===== src/rtl/farrow_delay_loader.sv =====
// Delay-coefficient loader for the Farrow beamformer: streams a channel-major frame
// into the shadow coefficient bank, validates frame length and swaps banks on commit.
module farrow_delay_loader #(
    parameter int DATA_W = 18,
    parameter int N_CH   = 32,
    parameter int N_DN   = 18,
    parameter int CNT_W  = 16,
    localparam int AW    = (N_CH > 1) ? $clog2(N_CH) : 1,
    localparam int DW    = (N_DN > 1) ? $clog2(N_DN) : 1
) (
    input  logic              clk_del,
    input  logic              rst,
    input  logic              s_vld,
    input  logic              s_last,
    input  logic [DATA_W-1:0] s_data,
    output logic              s_ready,
    input  logic              swap_hold,
    output logic [N_DN-1:0]   wr_en,
    output logic [AW-1:0]     wr_addr,
    output logic [DATA_W-1:0] wr_data,
    output logic              wr_bank,
    output logic              act_bank,
    output logic              swap_pulse,
    output logic              err_short,
    output logic              err_long,
    output logic [CNT_W-1:0]  frame_cnt
);

    typedef enum logic [1:0] {
        S_LOAD   = 2'd0,
        S_COMMIT = 2'd1,
        S_FLUSH  = 2'd2
    } state_t;

    localparam logic [AW-1:0] CH_LAST = AW'(N_CH - 1);
    localparam logic [DW-1:0] DN_LAST = DW'(N_DN - 1);

    state_t              state_q, state_d;
    logic [AW-1:0]       ch_q, ch_d;
    logic [DW-1:0]       dn_q, dn_d;
    logic                s_ready_q, s_ready_d;
    logic [N_DN-1:0]     wr_en_q, wr_en_d;
    logic [AW-1:0]       wr_addr_q, wr_addr_d;
    logic [DATA_W-1:0]   wr_data_q, wr_data_d;
    logic                act_bank_q, act_bank_d;
    logic                wr_bank_q, wr_bank_d;
    logic                swap_pulse_q, swap_pulse_d;
    logic                err_short_q, err_short_d;
    logic                err_long_q, err_long_d;
    logic [CNT_W-1:0]    frame_cnt_q, frame_cnt_d;

    logic acc;
    logic final_pos;

    assign acc       = s_vld & s_ready_q;
    assign final_pos = (ch_q == CH_LAST) && (dn_q == DN_LAST);

    always_ff @(posedge clk_del) begin
        if (rst) begin
            state_q      <= S_LOAD;
            ch_q         <= '0;
            dn_q         <= '0;
            s_ready_q    <= 1'b1;
            wr_en_q      <= '0;
            wr_addr_q    <= '0;
            wr_data_q    <= '0;
            act_bank_q   <= 1'b0;
            wr_bank_q    <= 1'b1;
            swap_pulse_q <= 1'b0;
            err_short_q  <= 1'b0;
            err_long_q   <= 1'b0;
            frame_cnt_q  <= '0;
        end else begin
            state_q      <= state_d;
            ch_q         <= ch_d;
            dn_q         <= dn_d;
            s_ready_q    <= s_ready_d;
            wr_en_q      <= wr_en_d;
            wr_addr_q    <= wr_addr_d;
            wr_data_q    <= wr_data_d;
            act_bank_q   <= act_bank_d;
            wr_bank_q    <= wr_bank_d;
            swap_pulse_q <= swap_pulse_d;
            err_short_q  <= err_short_d;
            err_long_q   <= err_long_d;
            frame_cnt_q  <= frame_cnt_d;
        end
    end

    // Any s_last or reaching the final position ends the frame and rewinds the counters.
    always_comb begin
        state_d = state_q;
        ch_d    = ch_q;
        dn_d    = dn_q;
        case (state_q)
            S_LOAD: begin
                if (acc) begin
                    if (s_last || final_pos) begin
                        ch_d = '0;
                        dn_d = '0;
                        if (s_last && final_pos) begin
                            state_d = S_COMMIT;
                        end else if (!s_last) begin
                            state_d = S_FLUSH;
                        end
                    end else if (ch_q == CH_LAST) begin
                        ch_d = '0;
                        dn_d = dn_q + DW'(1);
                    end else begin
                        ch_d = ch_q + AW'(1);
                    end
                end
            end
            S_COMMIT: begin
                if (!swap_hold) begin
                    state_d = S_LOAD;
                end
            end
            S_FLUSH: begin
                if (acc && s_last) begin
                    state_d = S_LOAD;
                end
            end
            default: begin
                state_d = S_LOAD;
                ch_d    = '0;
                dn_d    = '0;
            end
        endcase
    end

    always_comb begin
        s_ready_d    = (state_d != S_COMMIT);
        wr_en_d      = '0;
        wr_addr_d    = wr_addr_q;
        wr_data_d    = wr_data_q;
        act_bank_d   = act_bank_q;
        swap_pulse_d = 1'b0;
        err_short_d  = 1'b0;
        err_long_d   = 1'b0;
        frame_cnt_d  = frame_cnt_q;
        case (state_q)
            S_LOAD: begin
                if (acc) begin
                    for (int i = 0; i < N_DN; i++) begin
                        wr_en_d[i] = (dn_q == DW'(i));
                    end
                    wr_addr_d   = ch_q;
                    wr_data_d   = s_data;
                    err_short_d = s_last & ~final_pos;
                    err_long_d  = ~s_last & final_pos;
                end
            end
            S_COMMIT: begin
                if (!swap_hold) begin
                    act_bank_d   = ~act_bank_q;
                    swap_pulse_d = 1'b1;
                    frame_cnt_d  = frame_cnt_q + CNT_W'(1);
                end
            end
            default: begin
            end
        endcase
        wr_bank_d = ~act_bank_d;
    end

    assign s_ready    = s_ready_q;
    assign wr_en      = wr_en_q;
    assign wr_addr    = wr_addr_q;
    assign wr_data    = wr_data_q;
    assign wr_bank    = wr_bank_q;
    assign act_bank   = act_bank_q;
    assign swap_pulse = swap_pulse_q;
    assign err_short  = err_short_q;
    assign err_long   = err_long_q;
    assign frame_cnt  = frame_cnt_q;

endmodule

===== config.mk =====
export PLATFORM = sky130hd
export DESIGN_NAME = farrow_delay_loader
export DESIGN_NICKNAME = d
export VERILOG_FILES = /design/src/rtl/farrow_delay_loader.sv
export SDC_FILE = /design/constraint.sdc
export NUM_CORES = 1
export LEC_CHECK = 0
export BUFFER_PORTS_ARGS = -buffer_cell sky130_fd_sc_hd__buf_2
export CORE_UTILIZATION = 53
export CTS_BUF_LIST = sky130_fd_sc_hd__clkbuf_8
export DETAILED_ROUTE_END_ITERATION = 6
export PLACE_DENSITY_LB_ADDON = 0.2
export RECOVER_POWER = 50
export SLEW_MARGIN = 20
export SYNTH_ARGS = -nofsm -noshare
export SYNTH_HDL_FRONTEND = slang
export SYNTH_SLANG_ARGS = --single-unit

===== constraint.sdc =====
create_clock -name clk_del -period 2.2 [get_ports clk_del]
set_input_delay 0.22 -clock clk_del [delete_from_list [all_inputs] [get_ports clk_del]]
set_output_delay 0.22 -clock clk_del [all_outputs]
set_load 0.02 [all_outputs]

==> tab_implementation.tex <==
\begin{tabular}{lr}
\hline
Metric & Value \\
\hline
\multicolumn{2}{l}{\textbf{Clock network}} \\
\quad Number of buffers inserted for hold repair after clock tree synthesis & 0 \\
\quad Clock tree from TritonCTS & yes \\
\quad Clock Sinks & 75 \\
\quad Worst-skew pair later-pin latency & 0.34 ns \\
\quad Maximum number of buffers from clock root to sink & 2 \\
\quad Number of clock buffers inserted by TritonCTS & 9 \\
\quad Post-CTS setup buffer count & 0 \\
\quad Post-cts repair resize count & 0 \\
\quad Library cell used as clock root buffer & sky130\_fd\_sc\_hd\_\_clkbuf\_8 \\
\quad Clock transition at the registers of the reported paths & 0.08 ns \\
\quad H-tree lvl count & 3 \\
\multicolumn{2}{l}{\textbf{Worst setup path}} \\
\quad Timing startpoint of the critical path & ch\_q[0] \\
\quad Type of the setup path with the least slack & flip-flop to flip-flop \\
\quad Critical Path Fanout Max & 6 \\
\quad Crit-path leading delay family & simple AND/OR/NAND/NOR gates \\
\quad Required time reported for the critical path endpoint & 2.47 ns \\
\quad Delay of the slowest critical-path stage & 0.35 ns \\
\quad Element type at the critical path start & flip-flop \\
\quad Capturing element type of the critical path & flip-flop \\
\quad Buffers \& Inverters on Critical Path & 0 \\
\quad Startpoint of the lowest-slack register-to-register path & ch\_q[0] \\
\quad Critical path data arrival time & 2.32 ns \\
\quad Ordered list of cells on the worst path & ha\_1 -> and3\_1 -> ha\_1 -> and4bb\_2 -> a211o\_1 -> or2\_1 -> o22ai\_1 \\
\quad Cell seen most often among critical-path stages & sky130\_fd\_sc\_hd\_\_ha\_1 \\
\quad Slowest cell on the critical path & sky130\_fd\_sc\_hd\_\_dfxtp\_1 \\
\multicolumn{2}{l}{\textbf{Cells and area}} \\
\quad Layout Nets & 452 \\
\quad Area growth syn-to-layout & 20.32\% \\
\quad Finished Layout Cells & 492 \\
\quad Number of filler instances in the final layout & 499 \\
\quad Commonest non-fill, non-tap cell in the layout & sky130\_fd\_sc\_hd\_\_dfxtp\_1 \\
\quad Final antenna diode count & 0 \\
\quad Final core area utilization & 0.6819 \\
\quad Total area of multi-input combinational cells & 1373 µm² \\
\quad Area of all placed cells without fillers & 3593 µm² \\
\quad Most used cells in the layout excluding fill and tap cells & sky130\_fd\_sc\_hd\_\_dfxtp\_1, sky130\_fd\_sc\_hd\_\_nand2\_1, sky130\_fd\_sc\_hd\_\_clkbuf\_1 \\
\quad FF+latch area & 1501 µm² \\
\quad Fraction of final layout cells sized beyond drive strength 1 & 0.1137 \\
\multicolumn{2}{l}{\textbf{Floorplan}} \\
\quad Num ports & 86 \\
\quad Die Outline Area & 5939 µm² \\
\quad Die Y-Extent & 77.07 µm \\
\quad Horizontal extent of the die & 77.07 µm \\
\quad Starting Density & 0.5667 \\
\quad Floorplan Core Area & 5270 µm² \\
\quad Row cnt & 26 \\
\multicolumn{2}{l}{\textbf{Synth}} \\
\quad Distinct cells, synth & 46 \\
\quad Net count after synthesis & 370 \\
\quad FF+latch count, synth & 75 \\
\quad Total of warnings raised by yosys & 0 \\
\quad Average footprint of a synthesized cell & 8.915 µm² \\
\quad Top-area cell type share of the netlist area & 0.5027 \\
\quad Most instantiated flip-flop cell in the synthesis netlist & sky130\_fd\_sc\_hd\_\_dfxtp\_1 \\
\quad Number of instances in the synthesized netlist & 335 \\
\quad Number of flops mapped to enable cells by yosys & 0 \\
\quad Leading cell types by total area after synthesis & sky130\_fd\_sc\_hd\_\_dfxtp\_1, sky130\_fd\_sc\_hd\_\_nand2\_1, sky130\_fd\_sc\_hd\_\_ha\_1 \\
\quad Fraction of registers with async set/reset & 0 \\
\quad Sequential area share after synthesis & 0.5027 \\
\quad Syn Std Cell Area & 2987 µm² \\
\quad Top cell type by total area after synthesis & sky130\_fd\_sc\_hd\_\_dfxtp\_1 \\
\multicolumn{2}{l}{\textbf{Place}} \\
\quad Cell count after placement & 476 \\
\quad Placed Area & 3438 µm² \\
\quad Routability-driven placement congestion ratio & 0.7605 \\
\quad DP Wirelength & 4121 µm \\
\quad Count of buffers from port buffering & 85 \\
\multicolumn{2}{l}{\textbf{Power and ir drop}} \\
\quad Pleak & 1.425 nW \\
\quad Total power per unit cell area & 752.7 nW/µm² \\
\quad Maximum vdd drop & 460.4 µV \\
\multicolumn{2}{l}{\textbf{Routing}} \\
\quad Met2 routed wirelength & 2725 µm \\
\quad Sum of met3 wire segment lengths after detailed routing & 337 µm \\
\quad Number of iterations in the first detailed-routing pass & 4 \\
\quad Final wirelength & 5961 µm \\
\quad Vias per cell & 5.130 \\
\quad DR vias & 2524 \\
\quad Drt drc & 0 \\
\quad DR iter-0 viols & 82 \\
\quad Antenna-violating nets left & 0 \\
\quad Per-cell routed wire length & 12.12 µm \\
\quad Routed met1 length & 2803 µm \\
\quad Top sig layer & met4 \\
\multicolumn{2}{l}{\textbf{Global routing}} \\
\quad Largest net degree at the start of global routing & 36 \\
\quad GRT Overall Usage & 0.2151 \\
\quad Gr ovfl total & 0 \\
\quad Antenna violations before repair & 0 \\
\quad Wire length of the first global-routing pass & 10210 µm \\
\quad Via count of the first global-routing pass & 2315 \\
\multicolumn{2}{l}{\textbf{STA}} \\
\quad Setup\_tns & 0 ns \\
\quad Number of setup violations in the final report & 0 \\
\quad Final critical-path share of the clock period & 0.9326 \\
\quad RSZ-0062 raised after global routing & false \\
\quad Pins Over Slew Limit & 0 \\
\quad Clock period minus final worst setup slack & 2.052 ns \\
\quad Fmax & 487.4 MHz \\
\quad Fin Clk Skew & 0.007399 ns \\
\quad Tightest slew margin relative to the limit & 0.7506 \\
\quad Tightest Pin Transition & 0.3741 ns \\
\quad Final Hold Vio Count & 0 \\
\multicolumn{2}{l}{\textbf{Min path}} \\
\quad Source of the worst hold timing path & s\_data[9] \\
\quad Class of the tightest hold or removal check & input pin to flip-flop \\
\multicolumn{2}{l}{\textbf{Outcome}} \\
\quad Run status & finished, final reports clean \\
\multicolumn{2}{l}{\textbf{Flow run}} \\
\quad Total of max-cap violations & 0 \\
\hline
\end{tabular}
==> per-stage QoR <==
step                setup WS, ns  hold slack (ns)  power, W
global route             0.01577           0.1056  0.002796
floorplan                 0.3102           0.3560  0.001520
finish                    0.1483           0.1091  0.002705
CTS                       0.1494          0.09422  0.002734
detailed placement        0.1676           0.4430  0.001575
global placement          0.2276           0.4393  0.001571
==> kinds of logic after synthesis <==
logic type      Yosys count  synth area share
simple gates            153            0.2530
flops                    75            0.5027
compound gates           53            0.1072
buf+inv                  27           0.04189
xor+xnor                 13           0.03812
fa+ha+maj                12           0.05027
mux                       2          0.006703
==> worst min-delay path, cell delays in order <==
cell	delay (ns)
sky130_fd_sc_hd__buf_2	0.09
sky130_fd_sc_hd__nand2_1	0.04
sky130_fd_sc_hd__a21oi_1	0.05
==> state kept, by name, indices dropped and copies added (netlist names) <==
register	flops
s_ready	1
wr_addr	5
act_bank	1
dn_q	5
state_q	2
err_short	1
wr_bank	1
frame_cnt	16
ch_q	5
wr_en	18
wr_data	18
err_long	1
swap_pulse	1
==> final cells by class <==
| class | count | share of cell area |
|---|---|---|
| well taps | 70 | 0.02437 |
| clock inverters | 7 | 0.02820 |
| inverters | 9 | 0.009401 |
| repair buffers | 89 | 0.1038 |
| multi-input cells | 233 | 0.3820 |
| clock buffers | 9 | 0.03447 |
| flip-flops and latches | 75 | 0.4178 |
==> power by group <==
part           internal [W]  switching [W]  total, W  leakage, nW
clock              0.000646       0.000521   0.00117        0.106
sequential          0.00138      0.0000122   0.00139        0.608
combinational     0.0000499      0.0000967  0.000147        0.711
==> synth_stat cells, types with 2 or more instances <==
master,n
sky130_fd_sc_hd__dfxtp_1,75
sky130_fd_sc_hd__nand2_1,66
sky130_fd_sc_hd__nor2_1,32
sky130_fd_sc_hd__a21oi_1,28
sky130_fd_sc_hd__clkbuf_1,12
sky130_fd_sc_hd__ha_1,12
sky130_fd_sc_hd__inv_1,9
sky130_fd_sc_hd__nand3_1,9
sky130_fd_sc_hd__xor2_1,9
sky130_fd_sc_hd__and3_1,8
sky130_fd_sc_hd__o21ai_0,7
sky130_fd_sc_hd__and4b_1,4
sky130_fd_sc_hd__nand3b_1,4
sky130_fd_sc_hd__nand4_1,4
sky130_fd_sc_hd__nor2b_1,4
sky130_fd_sc_hd__xnor2_1,4
sky130_fd_sc_hd__a211oi_1,3
sky130_fd_sc_hd__buf_2,3
sky130_fd_sc_hd__or2_2,3
sky130_fd_sc_hd__or4_1,3
sky130_fd_sc_hd__a211o_1,2
sky130_fd_sc_hd__a22o_1,2
sky130_fd_sc_hd__a22oi_1,2
sky130_fd_sc_hd__and2_1,2
sky130_fd_sc_hd__and4_1,2
sky130_fd_sc_hd__mux2i_1,2
sky130_fd_sc_hd__nand2b_1,2
sky130_fd_sc_hd__nor4_1,2
sky130_fd_sc_hd__o211ai_1,2
sky130_fd_sc_hd__o22ai_1,2
==> worst paths after layout <==
| kind | end | slack, ns | depth (start not counted) |
|---|---|---|---|
| worst max register to register | dn_q[4] | 0.15 | 7 |
| worst max-delay path | dn_q[4] | 0.15 | 7 |
| worst min-delay path | wr_data[9] | 0.11 | 3 |
| worst min register to register | wr_data[9] | 0.46 | 2 |
==> metal layers <==
| layer | up-vias | global-route usage |
|---|---|---|
| met1 | 1137 | 0.2596 |
| met2 | 84 | 0.3616 |
| li1 | 1294 | - |
| met5 | - | 0 |
| met3 | 9 | 0.04524 |
| met4 | 0 | 0.1075 |
Note: power is estimated with default switching activity, not from simulation.
